## src/rtl/pipe_ctrl_if.sv

```systemverilog
// Control bundle between the datapath and the pipeline controller.
// master = datapath side, slave = pipe_ctrl.
interface pipe_ctrl_if #(
    parameter int CNT_W  = 5,
    parameter int PERF_W = 32
);
    logic [5:0]        d_rs;
    logic [5:0]        d_rt;
    logic [1:0]        de_rw;
    logic [4:0]        de_rd;
    logic              de_is_load;
    logic [CNT_W-1:0]  de_wait_time;
    logic              de_stop;
    logic              e_redirect;
    logic              mem_busy;
    logic              resume;
    logic [1:0]        fd_update;
    logic [1:0]        de_update;
    logic [1:0]        ew_update;
    logic              pc_we;
    logic              halted;
    logic [PERF_W-1:0] stall_count;
    logic [1:0]        dbg_state;

    modport master (
        output d_rs, d_rt, de_rw, de_rd, de_is_load, de_wait_time,
               de_stop, e_redirect, mem_busy, resume,
        input  fd_update, de_update, ew_update, pc_we, halted,
               stall_count, dbg_state
    );

    modport slave (
        input  d_rs, d_rt, de_rw, de_rd, de_is_load, de_wait_time,
               de_stop, e_redirect, mem_busy, resume,
        output fd_update, de_update, ew_update, pc_we, halted,
               stall_count, dbg_state
    );
endinterface

```

## src/rtl/pipe_ctrl.sv

```systemverilog
// Pipeline controller: per-register update codes (00 hold, 01 advance,
// 10 flush) and PC enable for execute waits, load-use, redirect, memory freeze and halt.
module pipe_ctrl #(
    parameter int CNT_W  = 5,
    parameter int PERF_W = 32
) (
    input logic        clk,
    input logic        rstn,
    pipe_ctrl_if.slave bus
);
    localparam logic [1:0] ST_RUN    = 2'd0;
    localparam logic [1:0] ST_EXWAIT = 2'd1;
    localparam logic [1:0] ST_HALT   = 2'd2;

    localparam logic [1:0] UPD_HOLD  = 2'b00;
    localparam logic [1:0] UPD_ADV   = 2'b01;
    localparam logic [1:0] UPD_FLUSH = 2'b10;

    logic [1:0]        state_q, state_d;
    logic [CNT_W-1:0]  cnt_q, cnt_d;
    logic              done_q, done_d;
    logic [PERF_W-1:0] stall_q;

    logic [1:0] fd_upd, de_upd, ew_upd;
    logic       pc_we, halted;
    logic       hit_rs, hit_rt, load_use;

    assign hit_rs   = (bus.de_rw[1] == bus.d_rs[5]) && (bus.de_rd == bus.d_rs[4:0]);
    assign hit_rt   = (bus.de_rw[1] == bus.d_rt[5]) && (bus.de_rd == bus.d_rt[4:0]);
    assign load_use = bus.de_is_load && (bus.de_rw != 2'b00) && (hit_rs || hit_rt);

    always_comb begin
        fd_upd  = UPD_HOLD;
        de_upd  = UPD_HOLD;
        ew_upd  = UPD_HOLD;
        pc_we   = 1'b0;
        halted  = 1'b0;
        state_d = state_q;
        cnt_d   = cnt_q;
        done_d  = done_q;
        if (rstn) begin
            case (state_q)
                ST_RUN: begin
                    if (bus.mem_busy) begin
                        // whole pipe frozen, bookkeeping untouched
                    end else if ((bus.de_wait_time != '0) && !done_q) begin
                        ew_upd = UPD_FLUSH;
                        if (bus.de_wait_time == CNT_W'(1)) begin
                            done_d = 1'b1;
                        end else begin
                            state_d = ST_EXWAIT;
                            cnt_d   = bus.de_wait_time - CNT_W'(1);
                        end
                    end else if (bus.de_stop) begin
                        fd_upd  = UPD_FLUSH;
                        de_upd  = UPD_FLUSH;
                        ew_upd  = UPD_ADV;
                        state_d = ST_HALT;
                    end else if (bus.e_redirect) begin
                        fd_upd = UPD_FLUSH;
                        de_upd = UPD_FLUSH;
                        ew_upd = UPD_ADV;
                        pc_we  = 1'b1;
                    end else if (load_use) begin
                        de_upd = UPD_FLUSH;
                        ew_upd = UPD_ADV;
                    end else begin
                        fd_upd = UPD_ADV;
                        de_upd = UPD_ADV;
                        ew_upd = UPD_ADV;
                        pc_we  = 1'b1;
                    end
                end
                ST_EXWAIT: begin
                    if (!bus.mem_busy) begin
                        ew_upd = UPD_FLUSH;
                        cnt_d  = cnt_q - CNT_W'(1);
                        if (cnt_q == CNT_W'(1)) begin
                            state_d = ST_RUN;
                            done_d  = 1'b1;
                        end
                    end
                end
                ST_HALT: begin
                    ew_upd = UPD_FLUSH;
                    halted = 1'b1;
                    if (bus.resume) state_d = ST_RUN;
                end
                default: state_d = ST_RUN;
            endcase
            // The waited instruction has left D/E once D/E moves at all.
            if (de_upd != UPD_HOLD) done_d = 1'b0;
        end
    end

    always_ff @(posedge clk) begin
        if (!rstn) begin
            state_q <= ST_RUN;
            cnt_q   <= '0;
            done_q  <= 1'b0;
            stall_q <= '0;
        end else begin
            state_q <= state_d;
            cnt_q   <= cnt_d;
            done_q  <= done_d;
            if ((state_q != ST_HALT) && !pc_we) stall_q <= stall_q + PERF_W'(1);
        end
    end

    assign bus.fd_update   = fd_upd;
    assign bus.de_update   = de_upd;
    assign bus.ew_update   = ew_upd;
    assign bus.pc_we       = pc_we;
    assign bus.halted      = halted;
    assign bus.stall_count = stall_q;
    assign bus.dbg_state   = state_q;
endmodule

```

## src/flat_wrapper.sv

```systemverilog
// flat-port wrapper written by rule: the top's interface ports become plain ports
module pipe_ctrl_flat 
#(
    parameter int CNT_W  = 5,
    parameter int PERF_W = 32
)
  (clk, rstn, bus_d_rs, bus_d_rt, bus_de_rw, bus_de_rd, bus_de_is_load, bus_de_wait_time, bus_de_stop, bus_e_redirect, bus_mem_busy, bus_resume, bus_fd_update, bus_de_update, bus_ew_update, bus_pc_we, bus_halted, bus_stall_count, bus_dbg_state);
  pipe_ctrl_if #(.CNT_W(CNT_W), .PERF_W(PERF_W)) bus_i ();
  input logic clk;
  input logic rstn;
  input wire logic [$bits(bus_i.d_rs)-1:0] bus_d_rs;
  input wire logic [$bits(bus_i.d_rt)-1:0] bus_d_rt;
  input wire logic [$bits(bus_i.de_rw)-1:0] bus_de_rw;
  input wire logic [$bits(bus_i.de_rd)-1:0] bus_de_rd;
  input wire logic [$bits(bus_i.de_is_load)-1:0] bus_de_is_load;
  input wire logic [$bits(bus_i.de_wait_time)-1:0] bus_de_wait_time;
  input wire logic [$bits(bus_i.de_stop)-1:0] bus_de_stop;
  input wire logic [$bits(bus_i.e_redirect)-1:0] bus_e_redirect;
  input wire logic [$bits(bus_i.mem_busy)-1:0] bus_mem_busy;
  input wire logic [$bits(bus_i.resume)-1:0] bus_resume;
  output wire logic [$bits(bus_i.fd_update)-1:0] bus_fd_update;
  output wire logic [$bits(bus_i.de_update)-1:0] bus_de_update;
  output wire logic [$bits(bus_i.ew_update)-1:0] bus_ew_update;
  output wire logic [$bits(bus_i.pc_we)-1:0] bus_pc_we;
  output wire logic [$bits(bus_i.halted)-1:0] bus_halted;
  output wire logic [$bits(bus_i.stall_count)-1:0] bus_stall_count;
  output wire logic [$bits(bus_i.dbg_state)-1:0] bus_dbg_state;
  assign bus_i.d_rs = bus_d_rs;
  assign bus_i.d_rt = bus_d_rt;
  assign bus_i.de_rw = bus_de_rw;
  assign bus_i.de_rd = bus_de_rd;
  assign bus_i.de_is_load = bus_de_is_load;
  assign bus_i.de_wait_time = bus_de_wait_time;
  assign bus_i.de_stop = bus_de_stop;
  assign bus_i.e_redirect = bus_e_redirect;
  assign bus_i.mem_busy = bus_mem_busy;
  assign bus_i.resume = bus_resume;
  assign bus_fd_update = bus_i.fd_update;
  assign bus_de_update = bus_i.de_update;
  assign bus_ew_update = bus_i.ew_update;
  assign bus_pc_we = bus_i.pc_we;
  assign bus_halted = bus_i.halted;
  assign bus_stall_count = bus_i.stall_count;
  assign bus_dbg_state = bus_i.dbg_state;
  pipe_ctrl #(.CNT_W(CNT_W), .PERF_W(PERF_W)) u_core (.clk(clk), .rstn(rstn), .bus(bus_i));
endmodule
```

## config.mk

```make
export PLATFORM = sky130hd
export DESIGN_NAME = pipe_ctrl_flat
export DESIGN_NICKNAME = d
export VERILOG_FILES = /design/src/rtl/pipe_ctrl_if.sv /design/src/rtl/pipe_ctrl.sv /design/src/flat_wrapper.sv
export SDC_FILE = /design/constraint.sdc
export NUM_CORES = 1
export LEC_CHECK = 0
export CELL_PAD_IN_SITES_DETAIL_PLACEMENT = 1
export CELL_PAD_IN_SITES_GLOBAL_PLACEMENT = 2
export CORE_MARGIN = 5
export CORE_UTILIZATION = 24
export DETAILED_ROUTE_END_ITERATION = 8
export PLACE_DENSITY = 0.76
export SYNTH_ARGS = -nofsm -noshare
export SYNTH_HDL_FRONTEND = slang
export SYNTH_SLANG_ARGS = --single-unit
```

## constraint.sdc

```tcl
create_clock -name clk -period 1.95 [get_ports clk]
set_input_delay 0.39 -clock clk [delete_from_list [all_inputs] [get_ports clk]]
set_output_delay 0.39 -clock clk [all_outputs]
set_load 0.02 [all_outputs]
```

======== Word level (Yosys, flattened, before mapping) ========
Index checks and enable logic that the tools add are counted.
word-level totals
  output and inout port bits .............. 42
  word-level logic and storage cells ...... 92
  bits in registers ....................... 40
  bits of input ports ..................... 31
operators by class
  multiplexer cells ....................... 48
  reductions and logical operators ........ 18
  equal/unequal tests ..................... 18
  add/sub/neg operators ................... 3
  bitwise operators ....................... 1
operators by type and width
  kind                   count
  $mux 2                 25
  $add 32x1->32 const B  1
  $mux 5                 4
  $mux 1                 15
  $pmux 2 s3             2
  $reduce_and 6->1       2
  $eq 5x1->1 const B     2
  $eq 5x5->1             2
  $ne 2x2->1 const B     5
  $pmux 5 s2             1
  $sub 5x1->5 const B    2
  $logic_and 1x1->1      6
  $ne 2x1->1 const B     3
  $reduce_bool 2->1      3
  $reduce_and 5->1       1
  $reduce_bool 5->1      1
  $ne 3x2->1 const B     1
  $ne 3x3->1 const B     1
  $eq 1x1->1             2
  $eq 2x1->1 const B     1
  $eq 2x2->1 const B     1
  $logic_not 1->1        2
  $logic_not 2->1        1
  $pmux 1 s2             1
  3 further kinds        3

======== Longest topological paths before layout ========
  word-level depth ........................ 13
  depth in mapped cells ................... 8

======== Worst setup path before layout ========
No wires, ideal clock.
  path type ............................... input -> output
  start ................................... input port bus_de_wait_time[1]
  end ..................................... output port bus_fd_update[0]
  setup slack ............................. -0.624 ns
  cell stages on the path ................. 6
  buffers on the path ..................... 1
  data arrival time ....................... 2.184 ns
  path through ............................ inv_1 > ha_1 > nor4b_4 > o2111ai_4 > nor4_1 > buf_4
on the way
  longest elaborated chain between the ends .. 6
ends and longest elaborated chain
  item               line                text
  from (decl)        flat_wrapper.sv:16  input wire logic [$bits(bus_i.de_wait_time)-1:0] bus_de_wait_time;
  $reduce_bool 5->1  pipe_ctrl.sv:46     end else if ((bus.de_wait_time != '0) && !done_q) begin
  $logic_and 1x1->1  pipe_ctrl.sv:46
  $mux 2             pipe_ctrl.sv:46
  $mux 2             pipe_ctrl.sv:44     if (bus.mem_busy) begin
  $mux 2             pipe_ctrl.sv:42     case (state_q)
  $mux 2             pipe_ctrl.sv:41     if (rstn) begin
  to (decl)          flat_wrapper.sv:21  output wire logic [$bits(bus_i.fd_update)-1:0] bus_fd_update;
Every way passes these cells.

======== Worst setup path in the final report ========
  start ................................... input port bus_de_wait_time[0]
  end ..................................... output port bus_pc_we
on the way
  longest elaborated chain between the ends .. 6
ends and longest elaborated chain
  item               line                text
  $reduce_bool 5->1  pipe_ctrl.sv:46
  $logic_and 1x1->1  pipe_ctrl.sv:46
  $mux 1             pipe_ctrl.sv:46
  $mux 1             pipe_ctrl.sv:44
  $mux 1             pipe_ctrl.sv:42
  $mux 1             pipe_ctrl.sv:41
  to (decl)          flat_wrapper.sv:24  output wire logic [$bits(bus_i.pc_we)-1:0] bus_pc_we;
Every way passes these cells.

==> impl_metrics.yaml <==
routing:
  postRouteAntennaNets: 0
  drt-total-wl_um: 9400
  initialDrtViolationCount: 80
  viasPerCell: 4.84
  wire_per_inst_um: 15.9
  drc: 0
  via_count: 2854
  drt-pass1-iter-count: 4
synthesis:
  yosysTopAreaCellShare: 0.324
  synthesis.area_um2: 2470
  yosys_warnings: 0
  ys_seq_elements: 40
  synth_seq_area_share: 0.324
  syn_inst: 300
  yosysTopAreaCell: "dfxtp_1"
  yosys.area_share.simple: 0.261
  muxShareOfSynthArea: 0.00405
  synthAdderAreaFrac: 0.0253
  synth_edf_count: 0
  synth-xor-area-share: 0.0851
  synthArstFlopShare: 0
  synth_top_family_by_area: "compound AO/OA/AOI/OAI gates"
  synth.distinct_cells: 51
  syn_nets: 336
  synth.avg_cell_area_um2: 8.24
  synth_compound_area_frac: 0.264
  synth_area_leaders: "dfxtp_1 (32%), a21oi_1 (6.5%), nor2_1 (5.6%), xor2_1 (5.0%), xnor2_1 (3.5%)"
  ys.flop_type: "dfxtp_1"
critical_path:
  cp_data_arrival_time_ns: 1.72
  path_max_fanout: 4
  crit_family: "compound AO/OA/AOI/OAI gates"
  slowest_delay_ns: 0.30
  end_kind: "output pin"
  path_buf_inv: 3
  slowest_stage: "a41o_4"
  critical_path_required_ns: 1.56
  cp-startpoint: "bus_de_wait_time[0]"
  rrSetupSlack_ns: 0.02
  crit_type: "primary input to output pin"
  cp_cell_sequence: "buf_8, inv_4, ha_4, nor4b_4, o2111ai_4, a41o_4, nor2_4, buf_6"
  start_kind: "primary input"
  r2r_start: "u_core.bus.stall_count[17]$_SDFFE_PN0P_"
outcome:
  status: "complete, but fails checks"
  violations: "negative setup slack"
clock_tree:
  clock_sinks: 40
  clk_latency_ns: 0.30
  cts_root_buf: "clkbuf_8"
  cts_hold_buffers: 0
  cts_buffers: 5
  cts_tree: "done"
  h-tree-depth: 2
  clk_path_buf_depth: 2
  clk_pin_slew_worst_paths_ns: 0.08
die:
  dieWidth_um: 111
  boundaryPins: 73
  coreArea_um2: 10200
  initial_utilization: 0.243
  dieHeight_um: 111
  dieArea_um2: 12400
  rows: 37
timing:
  finalSetupViolCount: 24
  tightest_slew_ns: 0.428
  fin_skew_ns: 0.0118
  fin_crit_ns: 2.11
  hold_violations: 0
  finalCritPeriodShare: 1.08
  fmax_ghz: 0.473
  maxSlewViolCount: 0
  worst_slack_ns: -0.162
  timing.slew.headroom: 0.714
  rsz0062_at_grt: "yes"
global_route:
  grt_usage: 0.149
  grt_pass1_wl_um: 15400
  antenna_found_initial: 0
  grt_overflow: 0
  grt_max_degree: 34
  grt_pass1_vias: 3068
finish:
  final_nets: 489
  layout.cells.non_filler: 590
  drive_above_1_share: 0.361
  fillers: 1198
  syn_to_final_growth_pct: 76.3
  final_util: 0.428
  antenna_cells: 0
pwr:
  total_power_mw: 2.04
  vdd_drop_max_v: 0.000214
  p_leak_nw: 1.67
  p_per_area_nw_per_um2: 468
placed_design:
  dp_hpwl_um: 7060
  place_inst: 568
  routabilityCongestion: 0.816
  io_buffers: 72
job:
  drv_cap: 0
min_path:
  hp-class: "register to register"
  hp-start: "u_core.cnt_q[4]$_SDFFE_PN0P_"
## final timing paths
kind | endpoint | cells after the start
min reg2reg | u_core.cnt_q[4]$_SDFFE_PN0P_ | 2
max | bus_pc_we | 8
max reg2reg | u_core.bus.stall_count[27]$_SDFFE_PN0P_ | 7
min | u_core.cnt_q[4]$_SDFFE_PN0P_ | 2
## cell usage after synthesis (all sizes together), types with 2 or more instances
library cell	number
dfxtp	40
nor2	38
a21oi	32
nand2	17
o21ai	16
xor2	14
inv	13
nand3	12
and3	11
xnor2	10
a211oi	7
nand4	6
o31ai	6
clkbuf	5
ha	5
nor3	5
o21a	5
or4	5
a31oi	4
and2	4
nand2b	4
nand3b	4
nor4	4
or3	4
and4	3
buf	3
a2111oi	2
a21bo	2
o2111a	2
o2111ai	2
o221a	2
o31a	2
## cells in the final DEF, fill, tap and decap left out, types with 6 or more instances in the layout
cell type	Yosys	routed
a211oi_1	7	6
a21oi_1	32	27
and3_1	11	11
buf_2	2	6
buf_4	1	73
buf_6	0	13
clkdlybuf4s50_1	0	36
dfxtp_1	40	37
dlygate4sd2_1	0	12
inv_1	13	10
nand2_1	17	16
nand3_1	12	11
nand4_1	6	6
nor2_1	37	28
nor2_2	1	6
o21ai_0	12	10
xnor2_1	10	9
xor2_1	14	9
## layout make-up
class                   count  area (µm²)  share of cell area
inverters                  14        67.6              0.0155
flip-flops and latches     40         805               0.185
well taps                 136         170              0.0391
clock buffers               5        68.8              0.0158
multi-input cells         239        1840               0.423
clock inverters             3        42.5             0.00977
repair buffers            153        1360               0.312
## cell families after synthesis
logic type	count (synthesis)
adders and majority gates	5
xor gates and xnor gates	24
AOI/OAI and AO/OA	88
and+or+nand+nor	120
DFF	40
muxes	1
buffers and inverters	22
## registers in the layout, indices dropped and copies added (netlist names)
| name | flops |
|---|---|
| u_core.bus.stall_count | 32 |
| u_core.done_q | 1 |
| u_core.bus.dbg_state | 2 |
| u_core.cnt_q | 5 |
## through the flow
stage / setup TNS, ns / hold WS (ns) / worst slack [ns] / instance area [µm²]
global placement: -36.66 / 0.467 / -1.15 / 3940
finish: -1.76 / 0.483 / -0.162 / 4360
floorplan: -0.849 / 0.450 / -0.176 / 2560
detailed placement: -39.49 / 0.478 / -1.19 / 3940
global route: -4.15 / 0.518 / -0.220 / 4360
CTS: -2.37 / 0.491 / -0.183 / 4220
## per-layer routing
| metal | routed length [µm] | track usage | share of wire | vias to the layer above |
|---|---|---|---|---|
| met1 | 4290 | 0.189 | 0.46 | 1381 |
| met5 | 0 | 0 | 0 | - |
| li1 | - | - | - | 1403 |
| met4 | 129 | 0.0406 | 0.014 | 0 |
| met3 | 348 | 0.0266 | 0.037 | 8 |
| met2 | 4640 | 0.260 | 0.49 | 62 |
## what timing repair did
| action | in CTS | in global routing |
|---|---|---|
| endpoints found under the hold margin | 0 | 0 |
| endpoints found under the setup margin | 46 | 39 |
| resized for setup | 138 | 31 |
| pin swaps | 39 | 14 |
| cloned | 0 | 1 |
| setup buffers | 11 | 5 |
## power breakdown
group	leakage [nW]	internal [mW]	total, mW	switching, mW
combinational	1.29	0.235	0.484	0.249
clock	0.0541	0.379	0.689	0.310
sequential	0.325	0.840	0.864	0.0242
total	1.67	1.45	2.04	0.583
## tightest hold or removal path, stage by stage (launching register included)
cell	delay (ns)
dfxtp_1	0.31
o21ai_0	0.07
a21oi_1	0.06
Power figures use the tool's default switching activity.
